==> src/rtl/cdb_arbiter_pkg.sv <==
// Shared constants and the CDB entry record used by the arbiter and its consumers
// (ROB, RS, LSB).
package cdb_arbiter_pkg;

  localparam int XLEN     = 32;
  localparam int ROB_ID_W = 5;

  localparam logic CDB_SRC_ALU = 1'b0;
  localparam logic CDB_SRC_LSB = 1'b1;

  typedef struct packed {
    logic [XLEN-1:0]     result;
    logic [ROB_ID_W-1:0] rob_id;
    logic                jump;
    logic [XLEN-1:0]     jump_pc;
  } cdb_entry_t;

endpackage

==> src/rtl/cdb_src_fifo.sv <==
// Small synchronous per-source FIFO with flush. The head is read straight from
// the storage array so a grant can act on it in the same cycle it becomes valid.
module cdb_src_fifo #(
  parameter int DATA_W = 8,
  parameter int DEPTH  = 4,
  localparam int PTR_W = $clog2(DEPTH),
  localparam int CNT_W = PTR_W + 1
) (
  input  logic              clk,
  input  logic              rst,
  input  logic              flush,
  input  logic              push,
  input  logic [DATA_W-1:0] push_data,
  input  logic              pop,
  output logic [DATA_W-1:0] head,
  output logic [CNT_W-1:0]  count,
  output logic              empty
);

  logic [DATA_W-1:0] mem [DEPTH];
  logic [PTR_W-1:0]  rd_ptr_reg;
  logic [PTR_W-1:0]  wr_ptr_reg;
  logic [CNT_W-1:0]  count_reg;
  logic              full;
  logic              do_push;
  logic              do_pop;

  // Eligibility uses the start-of-cycle count: a pop never frees a slot for
  // a push in the same cycle.
  assign full    = (count_reg == CNT_W'(DEPTH));
  assign empty   = (count_reg == '0);
  assign do_push = push && !full && !flush;
  assign do_pop  = pop && !empty && !flush;

  always_ff @(posedge clk) begin
    if (!rst) begin
      rd_ptr_reg <= '0;
      wr_ptr_reg <= '0;
      count_reg  <= '0;
    end else if (flush) begin
      rd_ptr_reg <= '0;
      wr_ptr_reg <= '0;
      count_reg  <= '0;
    end else begin
      if (do_push) wr_ptr_reg <= wr_ptr_reg + PTR_W'(1);
      if (do_pop)  rd_ptr_reg <= rd_ptr_reg + PTR_W'(1);
      case ({do_push, do_pop})
        2'b10:   count_reg <= count_reg + CNT_W'(1);
        2'b01:   count_reg <= count_reg - CNT_W'(1);
        default: count_reg <= count_reg;
      endcase
    end
  end

  always_ff @(posedge clk) begin
    if (do_push) mem[wr_ptr_reg] <= push_data;
  end

  assign head  = mem[rd_ptr_reg];
  assign count = count_reg;

endmodule

==> src/rtl/cdb_arbiter.sv <==
// Round-robin arbiter that serialises ALU and LSB results onto one registered
// common data bus. FIFO_DEPTH must be a power of two and at least 2.
module cdb_arbiter
  import cdb_arbiter_pkg::*;
#(
  parameter int XLEN       = cdb_arbiter_pkg::XLEN,
  parameter int ROB_ID_W   = cdb_arbiter_pkg::ROB_ID_W,
  parameter int FIFO_DEPTH = 4
) (
  input  logic                clk,
  input  logic                rst,
  input  logic                rdy,
  input  logic                wrong_commit,
  input  logic                alu_valid,
  input  logic [XLEN-1:0]     alu_result,
  input  logic [ROB_ID_W-1:0] alu_rob_id,
  input  logic                alu_jump,
  input  logic [XLEN-1:0]     alu_jump_pc,
  output logic                alu_almost_full,
  input  logic                lsb_valid,
  input  logic [XLEN-1:0]     lsb_result,
  input  logic [ROB_ID_W-1:0] lsb_rob_id,
  output logic                lsb_ready,
  output logic                cdb_valid,
  output logic [XLEN-1:0]     cdb_result,
  output logic [ROB_ID_W-1:0] cdb_rob_id,
  output logic                cdb_jump,
  output logic [XLEN-1:0]     cdb_jump_pc,
  output logic                cdb_src,
  output logic                overflow_err
);

  localparam int CNT_W = $clog2(FIFO_DEPTH) + 1;

  typedef struct packed {
    logic [XLEN-1:0]     result;
    logic [ROB_ID_W-1:0] rob_id;
    logic                jump;
    logic [XLEN-1:0]     jump_pc;
  } entry_t;

  localparam int ENTRY_W = $bits(entry_t);

  entry_t             alu_in;
  entry_t             lsb_in;
  entry_t             alu_head;
  entry_t             lsb_head;
  entry_t             grant_head;
  logic [CNT_W-1:0]   alu_count;
  logic [CNT_W-1:0]   lsb_count;
  logic               alu_empty;
  logic               lsb_empty;
  logic               alu_full;
  logic               accept_in;
  logic               flush;
  logic               alu_push;
  logic               lsb_push;
  logic               alu_pop;
  logic               lsb_pop;
  logic               alu_overflow;
  logic               grant_valid;
  logic               grant_src;

  logic               rr_ptr_reg;
  logic               cdb_valid_reg;
  logic [XLEN-1:0]    cdb_result_reg;
  logic [ROB_ID_W-1:0] cdb_rob_id_reg;
  logic               cdb_jump_reg;
  logic [XLEN-1:0]    cdb_jump_pc_reg;
  logic               cdb_src_reg;
  logic               overflow_err_reg;

  assign alu_in = '{result: alu_result, rob_id: alu_rob_id, jump: alu_jump, jump_pc: alu_jump_pc};
  assign lsb_in = '{result: lsb_result, rob_id: lsb_rob_id, jump: 1'b0, jump_pc: '0};

  // A frozen cycle (rdy low) must not move any state; a flush swallows pushes.
  assign accept_in    = rdy && !wrong_commit;
  assign flush        = rdy && wrong_commit;
  assign alu_full     = (alu_count == CNT_W'(FIFO_DEPTH));
  assign alu_push     = accept_in && alu_valid;
  assign lsb_push     = accept_in && lsb_valid;
  assign alu_overflow = accept_in && alu_valid && alu_full;

  cdb_src_fifo #(
    .DATA_W (ENTRY_W),
    .DEPTH  (FIFO_DEPTH)
  ) u_alu_fifo (
    .clk       (clk),
    .rst       (rst),
    .flush     (flush),
    .push      (alu_push),
    .push_data (alu_in),
    .pop       (alu_pop),
    .head      (alu_head),
    .count     (alu_count),
    .empty     (alu_empty)
  );

  cdb_src_fifo #(
    .DATA_W (ENTRY_W),
    .DEPTH  (FIFO_DEPTH)
  ) u_lsb_fifo (
    .clk       (clk),
    .rst       (rst),
    .flush     (flush),
    .push      (lsb_push),
    .push_data (lsb_in),
    .pop       (lsb_pop),
    .head      (lsb_head),
    .count     (lsb_count),
    .empty     (lsb_empty)
  );

  always_comb begin
    grant_valid = 1'b0;
    grant_src   = CDB_SRC_ALU;
    if (!alu_empty && !lsb_empty) begin
      grant_valid = 1'b1;
      grant_src   = rr_ptr_reg;
    end else if (!alu_empty) begin
      grant_valid = 1'b1;
      grant_src   = CDB_SRC_ALU;
    end else if (!lsb_empty) begin
      grant_valid = 1'b1;
      grant_src   = CDB_SRC_LSB;
    end
  end

  assign grant_head = (grant_src == CDB_SRC_LSB) ? lsb_head : alu_head;
  assign alu_pop    = accept_in && grant_valid && (grant_src == CDB_SRC_ALU);
  assign lsb_pop    = accept_in && grant_valid && (grant_src == CDB_SRC_LSB);

  always_ff @(posedge clk) begin
    if (!rst) begin
      rr_ptr_reg       <= CDB_SRC_ALU;
      cdb_valid_reg    <= 1'b0;
      cdb_result_reg   <= '0;
      cdb_rob_id_reg   <= '0;
      cdb_jump_reg     <= 1'b0;
      cdb_jump_pc_reg  <= '0;
      cdb_src_reg      <= CDB_SRC_ALU;
      overflow_err_reg <= 1'b0;
    end else if (rdy) begin
      if (wrong_commit) begin
        cdb_valid_reg <= 1'b0;
        rr_ptr_reg    <= CDB_SRC_ALU;
      end else if (grant_valid) begin
        cdb_valid_reg   <= 1'b1;
        cdb_src_reg     <= grant_src;
        cdb_result_reg  <= grant_head.result;
        cdb_rob_id_reg  <= grant_head.rob_id;
        // Load results never carry branch information.
        cdb_jump_reg    <= grant_head.jump & (grant_src == CDB_SRC_ALU);
        cdb_jump_pc_reg <= (grant_src == CDB_SRC_ALU) ? grant_head.jump_pc : '0;
        rr_ptr_reg      <= ~grant_src;
      end else begin
        cdb_valid_reg <= 1'b0;
      end
      if (alu_overflow) overflow_err_reg <= 1'b1;
    end
  end

  // Flags come from registered counts so the RS/LSB see a stable value all cycle.
  assign alu_almost_full = (alu_count >= CNT_W'(FIFO_DEPTH - 1));
  assign lsb_ready       = (lsb_count < CNT_W'(FIFO_DEPTH));

  assign cdb_valid    = cdb_valid_reg;
  assign cdb_result   = cdb_result_reg;
  assign cdb_rob_id   = cdb_rob_id_reg;
  assign cdb_jump     = cdb_jump_reg;
  assign cdb_jump_pc  = cdb_jump_pc_reg;
  assign cdb_src      = cdb_src_reg;
  assign overflow_err = overflow_err_reg;

endmodule
==> config.mk <==
export PLATFORM = sky130hd
export DESIGN_NAME = cdb_arbiter
export DESIGN_NICKNAME = d
export VERILOG_FILES = /design/src/rtl/cdb_arbiter_pkg.sv /design/src/rtl/cdb_src_fifo.sv /design/src/rtl/cdb_arbiter.sv
export SDC_FILE = /design/constraint.sdc
export NUM_CORES = 1
export LEC_CHECK = 0
export ABC_AREA = 1
export BUFFER_PORTS_ARGS = -buffer_cell sky130_fd_sc_hd__buf_2
export CAP_MARGIN = 10
export CELL_PAD_IN_SITES_DETAIL_PLACEMENT = 2
export CELL_PAD_IN_SITES_GLOBAL_PLACEMENT = 2
export CORE_MARGIN = 10
export CORE_UTILIZATION = 39
export DETAILED_ROUTE_END_ITERATION = 7
export GPL_TIMING_DRIVEN = 0
export PLACE_DENSITY = 0.83
export SLEW_MARGIN = 20
export SYNTH_ARGS = -nofsm -noshare
export SYNTH_HDL_FRONTEND = slang
export SYNTH_SLANG_ARGS = --single-unit
==> constraint.sdc <==
create_clock -name clk -period 5.4 [get_ports clk]
set_input_delay 1.08 -clock clk [delete_from_list [all_inputs] [get_ports clk]]
set_output_delay 1.08 -clock clk [all_outputs]
set_load 0.02 [all_outputs]
Yosys cells after proc, flatten, opt, wreduce, memory -nomap -nowiden --
Memory sizes are Yosys's and may differ from the RTL's. A register that Yosys moved wholly into a read port is not among the register bits. Cells that the tools add are included.
Operators by class: reduce and logical (&&, ||, !) cells 32, multiplexer cells 21, equality and inequality tests 6, magnitude comparators 2, bitwise logic cells 4, add/sub/neg operators 8
Operators by type and width (count):
- $mux W70 | 1
- $mux W32 | 1
- $logic_and A1 B1 Y1 | 17
- $mux W1 | 13
- $pmux W3 S2 | 2
- $add A2 B1 Y2 const B | 4
- $mux W2 | 4
- $add A3 B1 Y3 const B | 2
- $eq A3 B3 Y1 const B | 2
- $logic_not A1 Y1 | 6
- $logic_not A3 Y1 | 2
- $reduce_bool A2 Y1 | 3
- $sub A3 B1 Y3 const B | 2
- $eq A2 B1 Y1 const B | 2
- $eq A2 B2 Y1 const B | 2
- $reduce_and A2 Y1 | 2
- $ge A3 B2 Y1 const B | 1
- $lt A3 B3 Y1 const B | 1
- $not A1 Y1 | 3
- $reduce_and A3 Y1 | 1
- $reduce_or A2 Y1 | 1
- $and A1 B1 Y1 | 1
Word-level totals: bits of input ports 113, output and inout port bits 75, word-level logic and storage cells 89, register bits 88, memory bits (writable) 428, memories 2
Memories:
- u_alu_fifo.mem | depth 4, bits a word 70, read ports 1, clocked after Yosys merged registers in 1, wr ports 1, line cdb_src_fifo.sv:20 | logic [DATA_W-1:0] mem [DEPTH];
- u_lsb_fifo.mem | depth 4, bits a word 37, read ports 1, clocked after Yosys merged registers in 1, wr ports 1, line cdb_src_fifo.sv:20

Depth between registers and ports, before layout --
depth after elaboration 10, depth in mapped cells 13, mapped depth without buffers 12

Modules after synthesis --
Synthesis repeated with hierarchy kept, for this count alone.
Second synthesis, totals: cells, all modules 1966, area total of the unflattened synthesis 26215.1 µm²
Modules (own cells, without submodules):
- cdb_src_fifo | seq. area each 8588.2 µm², area each 11452.2 µm², times used 2, cells an instance 752
- cdb_arbiter | seq. area each 1481.4 µm², area each 3310.7 µm², times used 1, cells an instance 462

Worst setup path before layout --
OpenSTA, ideal clock, no wires.
kind input to register, from in rdy, to mem u_alu_fifo.mem[0][0] (netlist name) (enable), path buffers 0, setup slack 382 ps, required time 4901 ps, cell stages on the path 4, setup time 499 ps, arrival time 4520 ps, cell sequence inv_1 nor2_4 nand3_1 nor2_1
On the way: longest elaborated chain between the ends 6, elaborated cells between the ends (all ways) 8, classes of those cells mux: 2; reduce/logical: 6
RTL lines:
- start: declaration | line cdb_arbiter.sv:12 | input logic rdy,
- $logic_and A1 B1 Y1 | line cdb_arbiter.sv:77 | assign accept_in = rdy && !wrong_commit;
- $logic_and A1 B1 Y1 | line cdb_arbiter.sv:80 | assign alu_push = accept_in && alu_valid;
- $logic_and A1 B1 Y1 | line cdb_src_fifo.sv:32 | assign do_push = push && !full && !flush;
- $logic_and A1 B1 Y1 * | line cdb_src_fifo.sv:32
- $mux W1 * | line cdb_src_fifo.sv:56 | if (do_push) mem[wr_ptr_reg] <= push_data;
- $mux W1 (implied by the code) * | line cdb_src_fifo.sv:56
- end: declaration | line cdb_src_fifo.sv:20
Every way passes the cells marked *; elsewhere a longest branch is shown, timed or not.

Final worst setup path --
from in rdy, to mem u_alu_fifo.mem[3][58] (netlist name) (enable)
Same word-level chain as after synthesis.

==> impl_results.md <==
* Status: finished, final reports clean
* Final hold viol count at 0
* Final setup viols at 0
* Area delta synth->final at 20.7%
* Placed instance area at 23200 µm²
* CTS tree: yes
* Tmin final at 3.07 ns
* Flip-flop count of the largest register after layout at 280
* Non-filler cells, final at 2898
* Area contributors post-synth: edfxtp_1 (62%), dfxtp_1 (8.8%), nand2_1 (8.7%)
* Max FO, Critical Path at 22
* Worst hold path cell count at 2
* Crit end category: flip-flop
* Slew @ Worst Pin at 0.740 ns
* Initial core utilization at 39.5%
* Synthesized area at 20900 µm²
* Peak supply drop at 0.000234 V
* Worst hold path class: reg -> reg
* Synth warn at 0
* Port Buf Inserts at 186
* Vias per cell at 5.22
* Post-route cell area at 25200 µm²
* Clk root buf: clkbuf_16
* Syn_area_per_cell at 11.0 µm²
* Seq/Total Area, Yosys at 70.4%
* Unrepaired setup endpoints after global routing: false
* Dpl hpwl at 49.7 mm
* Synth Area in Adders at 0.792%
* Synthesis-stage register bit count at 520
* Max-slew violation count at 0
* Max Cap Viol at 0
* Number of global-route vias before repair at 17405
* Tot Pwr at 8.96 mW
* GRT Util Overall at 22.7%
* Pwr per Cell Area at 356 nW/µm²
* Post-CTS Setup Bufs at 0
* RePlAce Congestion at 0.751
* Cts bufs inserted at 56
* Yosys cell types at 30
* Core area at 52800 µm²
* WP data arrival at 3.38 ns
* First-pass GRT wire length at 109 mm
* Worst Reg2Reg Path Length in Cells at 12
* DRT antenna net count at 0
* Critical Path RT at 5.71 ns
* XOR/XNOR Fraction of Synth Area at 0.0840%
* Post-Synth Simple-Gate Area at 16.2%
* Pin count of the biggest net entering global routing at 23
* Most frequent cells in the layout: nand2_1 (482), edfxtp_1 (428), buf_2 (223)
* CTS Sinks at 520
* Fin nets at 2284
* I/O pin count at 188
* Fill count at 5376
* Slew HR at 50.7%
* WL final at 72.9 mm
* Clock Tree Buf Depth at 3
* Setup CP Type: in -> reg
* Leak Pwr at 10.3 nW
* Biggest register: u_alu_fifo.mem
* Worst-Skew Late Latency at 0.62 ns
* Post-route DRC at 0
* Hold-fix buffers at CTS at 0
* CP Launch Type: input pin
* Commonest non-fill, non-tap cell in the layout: nand2_1
* Total number of vias at 15125
* Share of cells above drive strength 1 at 17.3%
* Die W at 251 µm
* Initial antenna violation count at 17
* Cells after Synth at 1895
* DIE HEIGHT at 251 µm
* FMAX at 0.326 GHz
* Synth area leader: edfxtp_1
* Iteration-0 DRC Markers at 972
* Top-area cell type share of the netlist area at 61.6%
* Cts repair resizes at 0
* Combinational family with the most area after synthesis: simple AND/OR/NAND/NOR gates
* Synthesized net count at 2020
* Largest regs: u_alu_fifo.mem (280), u_lsb_fifo.mem (148)
* Post-synthesis mux area share at 0%
* Die area at 63200 µm²
* Htree depth at 2
* Skew final at 0.0162 ns
* CTS clk-pin slew, worst paths at 0.06 ns
* Placed Instances at 2789
* Synth Area in Compound Gates at 5.94%
* 1st-pass router iterations at 5
* Row cnt at 84
* Gr ovfl total at 0
* WL/cell at 25.1 µm
* Final period util at 56.8%
cells by family after synthesis:
logic type	count (synthesis)
fa+ha+maj	12
buf+inv	323
xor+xnor	2
compound gates	220
simple gates	818
flops	520
metrics by stage:
stage	worst slack, ns	hold slack (ns)	setup TNS (ns)	utilization [%]
floorplan	0.382	0.447	0	-
global placement	-2.77	0.436	-745.41	42.9
detailed placement	1.71	0.466	0	44.0
CTS	2.35	0.476	0	47.7
global route	2.23	0.489	0	47.7
finish	2.33	0.473	0	47.7
worst paths after layout:
check | slack [ns] | end | startpoint
worst max register to register | 2.74 | u_alu_fifo.count[2]$_SDFFE_PP0P_ | u_lsb_fifo.count[0]$_SDFFE_PP0P_
worst min-delay path | 0.47 | cdb_jump_pc[21]$_SDFFE_PN0N_ | cdb_jump_pc[21]$_SDFFE_PN0N_
worst max-delay path | 2.33 | u_alu_fifo.mem[3][58]$_DFFE_PP_ | rdy
worst min register to register | 0.47 | cdb_jump_pc[21]$_SDFFE_PN0N_ | cdb_jump_pc[21]$_SDFFE_PN0N_
cells in the mapped netlist (all sizes together):
library cell / count
a211oi: 1
buf: 60
o22ai: 21
xor2: 2
ha: 10
clkinv: 1
inv: 222
fa: 2
nand2: 485
or2: 2
o21a: 2
a21oi: 26
nor2: 141
edfxtp: 428
clkbuf: 40
nand4: 2
o22a: 22
nand3: 188
o21ai: 148
dfxtp: 92
per-layer routing:
layer	vias up	part of all wire [%]	track usage, %
met5	-	0.20	0
met4	24	2.6	7.53
met3	147	5.6	5.05
met2	413	52	41.3
met1	7652	39	26.0
li1	6889	-	-
area by class of cell:
type,instances,area [µm²],share of cell area (%)
clock inverters,27,324,1.29
clock buffers,76,1640,6.51
inverters,223,837,3.32
well taps,688,861,3.42
repair buffers,206,1420,5.64
plain buffers,100,538,2.14
diodes,6,15.0,0.0596
multi-input cells,1052,4860,19.3
flip-flops and latches,520,14700,58.3
power by group:
| group | switching (mW) | internal [mW] |
|---|---|---|
| Clock | 1.66 | 2.45 |
| Combinational | 0.293 | 0.128 |
| Sequential | 0.0282 | 4.39 |
| Total | 1.98 | 6.98 |
critical path, cell delays in order:
cell	delay (ns)
buf_2	0.08
inv_1	0.13
nor2_4	0.28
nand3_1	0.49
nor2_4	0.66
buf_16	0.23
buf_16	0.19
buf_12	0.21
(Power assumes the default switching activity.)
